==> config.mk <==
export PLATFORM = sky130hd
export DESIGN_NAME = bolme_birimi
export DESIGN_NICKNAME = d
export VERILOG_FILES = /design/src/rtl/bolme_birimi_pkg.sv /design/src/rtl/bolme_birimi_adimi.sv /design/src/rtl/bolme_birimi.sv
export SDC_FILE = /design/constraint.sdc
export NUM_CORES = 1
export LEC_CHECK = 0
export CORE_UTILIZATION = 40
export DETAILED_ROUTE_END_ITERATION = 7
export PLACE_DENSITY_LB_ADDON = 0.1
export REMOVE_ABC_BUFFERS = 1
export SETUP_SLACK_MARGIN = 0.02
export SYNTH_ARGS = -nofsm -noshare
export SYNTH_HDL_FRONTEND = slang
export SYNTH_SLANG_ARGS = --single-unit
==> constraint.sdc <==
create_clock -name clk_i -period 15.1 [get_ports clk_i]
set_clock_uncertainty 0.1 [all_clocks]
set_input_delay 3.02 -clock clk_i [delete_from_list [all_inputs] [get_ports clk_i]]
set_output_delay 3.02 -clock clk_i [all_outputs]
set_load 0.01 [all_outputs]
==> src/rtl/bolme_birimi_pkg.sv <==
// bolme_birimi_pkg: shared widths, operation codes and FSM states for the RV32M divider.
package bolme_birimi_pkg;
    localparam int VERI_W  = 32;
    localparam int SAYAC_W = 5;

    localparam logic [1:0] BOLME_DIV  = 2'b00;
    localparam logic [1:0] BOLME_DIVU = 2'b01;
    localparam logic [1:0] BOLME_REM  = 2'b10;
    localparam logic [1:0] BOLME_REMU = 2'b11;

    typedef enum logic [1:0] {
        BOSTA = 2'b00,
        BOL   = 2'b01,
        BITIR = 2'b10
    } durum_e;
endpackage

==> src/rtl/bolme_birimi_adimi.sv <==
// bolme_birimi_adimi: one combinational restoring-division step on remainder/quotient pair.
module bolme_birimi_adimi
    import bolme_birimi_pkg::*;
(
    input  logic [VERI_W-1:0] kalan,
    input  logic [VERI_W-1:0] bolum,
    input  logic [VERI_W-1:0] bolen,
    output logic [VERI_W-1:0] kalan_n,
    output logic [VERI_W-1:0] bolum_n
);
    logic [VERI_W:0] fark;

    // A borrow in the top bit means the trial subtraction failed; keep the shifted remainder.
    always_comb begin
        fark    = {kalan, bolum[VERI_W-1]} - {1'b0, bolen};
        kalan_n = fark[VERI_W] ? {kalan[VERI_W-2:0], bolum[VERI_W-1]} : fark[VERI_W-1:0];
        bolum_n = {bolum[VERI_W-2:0], ~fark[VERI_W]};
    end
endmodule

==> src/rtl/bolme_birimi.sv <==
// bolme_birimi: iterative radix-2 divider for DIV/DIVU/REM/REMU with 1-cycle special cases.
module bolme_birimi
    import bolme_birimi_pkg::*;
(
    input  logic              clk_i,
    input  logic              rst_ni,
    input  logic              basla_i,
    input  logic              iptal_i,
    input  logic              durdur_i,
    input  logic [1:0]        kontrol_i,
    input  logic [VERI_W-1:0] deger1_i,
    input  logic [VERI_W-1:0] deger2_i,
    output logic [VERI_W-1:0] sonuc_o,
    output logic              gecerli_o,
    output logic              mesgul_o
);
    durum_e durum, durum_n;
    logic [SAYAC_W-1:0] sayac;
    logic [VERI_W-1:0]  kalan, bolum, bolen, kalan_n, bolum_n;
    logic [VERI_W-1:0]  mag_a, mag_b, ozel_sonuc, son_sonuc;
    logic               kalan_mi, sa, sb, sa_n, sb_n, bolen_sifir, tasma, ozel, kabul;

    bolme_birimi_adimi u_adim (
        .kalan   (kalan),
        .bolum   (bolum),
        .bolen   (bolen),
        .kalan_n (kalan_n),
        .bolum_n (bolum_n)
    );

    // Signed ops divide magnitudes; INT_MIN negates to itself, which is the right unsigned magnitude.
    always_comb begin
        sa_n        = ~kontrol_i[0] & deger1_i[VERI_W-1];
        sb_n        = ~kontrol_i[0] & deger2_i[VERI_W-1];
        mag_a       = sa_n ? -deger1_i : deger1_i;
        mag_b       = sb_n ? -deger2_i : deger2_i;
        bolen_sifir = deger2_i == '0;
        tasma       = ~kontrol_i[0] & (deger1_i == {1'b1, {(VERI_W-1){1'b0}}}) & (&deger2_i);
        ozel        = bolen_sifir | tasma;
        ozel_sonuc  = bolen_sifir ? (kontrol_i[1] ? deger1_i : '1)
                                  : (kontrol_i[1] ? '0 : {1'b1, {(VERI_W-1){1'b0}}});
        son_sonuc   = kalan_mi ? (sa ? -kalan_n : kalan_n) : ((sa ^ sb) ? -bolum_n : bolum_n);
        kabul       = (durum == BOSTA) & basla_i & ~iptal_i;
    end

    always_comb begin
        durum_n = durum;
        case (durum)
            BOSTA:   durum_n = basla_i ? (ozel ? BITIR : BOL) : BOSTA;
            BOL:     durum_n = (sayac == '0) ? BITIR : BOL;
            BITIR:   durum_n = durdur_i ? BITIR : BOSTA;
            default: durum_n = BOSTA;
        endcase
        if (iptal_i) durum_n = BOSTA;
    end

    always_ff @(posedge clk_i or negedge rst_ni) begin
        if (!rst_ni) durum <= BOSTA;
        else         durum <= durum_n;
    end

    always_ff @(posedge clk_i or negedge rst_ni) begin
        if (!rst_ni) begin
            sonuc_o  <= '0;
            sayac    <= '0;
            kalan    <= '0;
            bolum    <= '0;
            bolen    <= '0;
            kalan_mi <= 1'b0;
            sa       <= 1'b0;
            sb       <= 1'b0;
        end else if (kabul) begin
            kalan_mi <= kontrol_i[1];
            sa       <= sa_n;
            sb       <= sb_n;
            bolen    <= mag_b;
            if (ozel) begin
                sonuc_o <= ozel_sonuc;
            end else begin
                sayac <= SAYAC_W'(VERI_W - 1);
                kalan <= '0;
                bolum <= mag_a;
            end
        end else if (durum == BOL && !iptal_i) begin
            kalan <= kalan_n;
            bolum <= bolum_n;
            sayac <= sayac - SAYAC_W'(1);
            if (sayac == '0) sonuc_o <= son_sonuc;
        end
    end

    assign gecerli_o = durum == BITIR;
    assign mesgul_o  = durum != BOSTA;
endmodule
==> reports/qor.txt <==
Hold Crit Class: flop to flop
clk_lat worst skew: 0.45 ns
CP top delay family: simple AND/OR/NAND/NOR gates
area leader, netlist: dfrtp_1
critical path launch point type: input pin
Setup violations, final: 0
Final Hold Slack: 0.380 ns
chip width: 173 um
Avg Inst Size Synth: 7.69 sq um
Diodes inserted: 0
Total GRT Usage: 26.8%
number of gates resized after cts: 0
r2r setup slk: 8.23 ns
peak supply drop: 0.000105 V
Crit path buffers/inverters: 2
Slew Limit Fails: 0
Starting Density: 40.8%
synth top area cells: dfrtp_1, o21ai_0, nand2_1
fmax: 138 MHz
total of max-cap violations: 0
Final Critical Period: 7.24 ns
Worst Path Required: 15.32 ns
# DRC: 0
relative slew slack: 25.7%
IO Pins: 105
CTS Hold Buffers Added: 0
Final Core Density: 47.6%
row count: 62
nets: 1,701
cell chosen for the clock root: clkbuf_16
Routed Antenna Nets: 0
critical path type: input pin to flop
core area: 0.0288 sq mm
Unique masters post-synth: 82
Pleak: 5.56 nW
Avg WL per Cell: 20.1 um
RSZ-0062 raised after global routing: false
worst-path fanout max: 39
power per cell area: 219 mW/mm^2
Synth Register Bits: 138
CTS tree: built
worst path arrival time: 7.46 ns
final hold vios: 0
list of most frequent post-synthesis cells: nand2_1, o21ai_0, dfrtp_1
largest net degree at the start of global routing: 83
Placer Congestion: 0.898
clk sink count: 138
Worst Tran Pin Value: 1.10 ns
Slowest cell on crit path: nor4_1
I/O Buffers: 104
Warnings, synthesis: 0
max incr delay on CP: 0.86 ns
via count: 11,832
gr ovfl total: 0
Reg clk slew, reported paths: 0.06 ns
Yosys top cell area share: 29.4%
crit share post-route: 48.0%
CP cell instances: clkdlybuf4s50_1 > nor2_1 > or4b_2 > nor4_1 > nand4_1 > o21ai_1 > a31oi_1 > nand2b_1 > buf_4 > a21bo_2 > a2111oi_2 > nor3_1
antenna violations before repair: 0
vias per cell: 5.95
endpoint class of the critical path: flop
number of synthesized flops with an enable pin: 0
area grow syn2layout: 16.7%
die span in y: 173 um
Inserted Clock Buffers: 17
die area: 0.0301 sq mm
synthesized instance count: 1,527
number of global-route vias before repair: 11,176
most common cell in the netlist: nand2_1
H-tree depth: 4
Detailed Route Iter0 Violations: 1,013
mapped cell area: 0.0117 sq mm
first-pass GRT wire length: 63.2 mm
Primary FF master, synth: dfrtp_1
# Post-CTS Setup Buffers: 0
layout cells sized above 1: 5.61%
outcome: finished clean
Sum Neg Setup Slack: 0 ns
TritonRoute pass-1 iters: 7
Seq/Total Area, Yosys: 29.4%
post-DP HPWL: 29.5 mm
aggregate routed wire length: 40.0 mm
clk buf depth: 2
Post-synth ARST share: 100%
[power by group]
group          switching, mW  internal (mW)  total (mW)
sequential             0.129          0.459       0.588
clock                  0.194          0.235       0.429
combinational           1.23          0.754        1.98
[cell families after synthesis]
family | after synthesis | synth area share, %
AND/OR/NAND/NOR | 547 | 22.5
XOR/XNOR | 125 | 9.32
multiplexers | 32 | 2.78
adder cells (fa/ha/maj) | 40 | 4.33
buffers and inverters | 137 | 4.61
AO/OA/AOI/OAI | 508 | 27.1
flip-flops | 138 | 29.4
[per-layer routing]
metal | track usage (%) | vias to the layer above | part of all wire (%)
met1 | 38.3 | 5700 | 47
met5 | 0 | - | 0
met2 | 42.4 | 394 | 46
li1 | - | 5701 | -
met3 | 3.46 | 37 | 5.7
met4 | 7.15 | 0 | 1.7
[placed cells by master, fill, tap and decap left out, types with 39 or more instances in the layout]
cell / count
a21oi_1: 133
clkdlybuf4s50_1: 103
dfrtp_1: 138
ha_1: 39
inv_1: 54
nand2_1: 192
nor2_1: 136
o21ai_0: 166
xnor2_1: 71
xor2_1: 54
[final cells by class]
class / instances / area, sq um
fill: 2883 / 15100
multi-input combinational: 1252 / 7780
sequential: 138 / 3450
timing repair buffer: 126 / 1210
tap: 384 / 480
clock buffer: 18 / 439
inverter: 55 / 206
clock inverter: 14 / 140
[per-stage QoR]
step / power (mW) / setup slack [ns] / cells / area, sq um
5_1_grt: 3.24 / 7.66 / 1987 / 13700
6_report: 3.00 / 7.86 / 1987 / 13700
2_1_floorplan: 1.98 / 7.10 / 1445 / 11400
3_3_place_gp: 2.53 / 7.38 / 1955 / 13100
4_1_cts: 2.98 / 7.82 / 1987 / 13700
3_5_place_dp: 2.54 / 7.36 / 1955 / 13100
[worst min-delay path: stages (launching register included)]
cell	delay (ns)
dfrtp_1	0.34
nand2_1	0.04
o21ai_0	0.06
[state kept, by name, indices dropped and copies added (netlist names)]
register / flops
sa: 1
sonuc_o: 32
sb: 1
sayac: 5
durum: 2
bolum: 32
kalan: 32
bolen: 32
kalan_mi: 1
[path summary, 6_finish.rpt]
check / endpoint / startpoint / cells after the start
max: sonuc_o[27] / deger1_i[24] / 12
min: bolen[25] / bolen[25] / 2
max reg2reg: sonuc_o[24] / kalan[12] / 22
min reg2reg: bolen[25] / bolen[25] / 2
max in group asynchronous: kalan[26] / rst_ni / 2
min in group asynchronous: bolen[29] / rst_ni / 1
No activity file was read; power rests on OpenSTA's default activity.
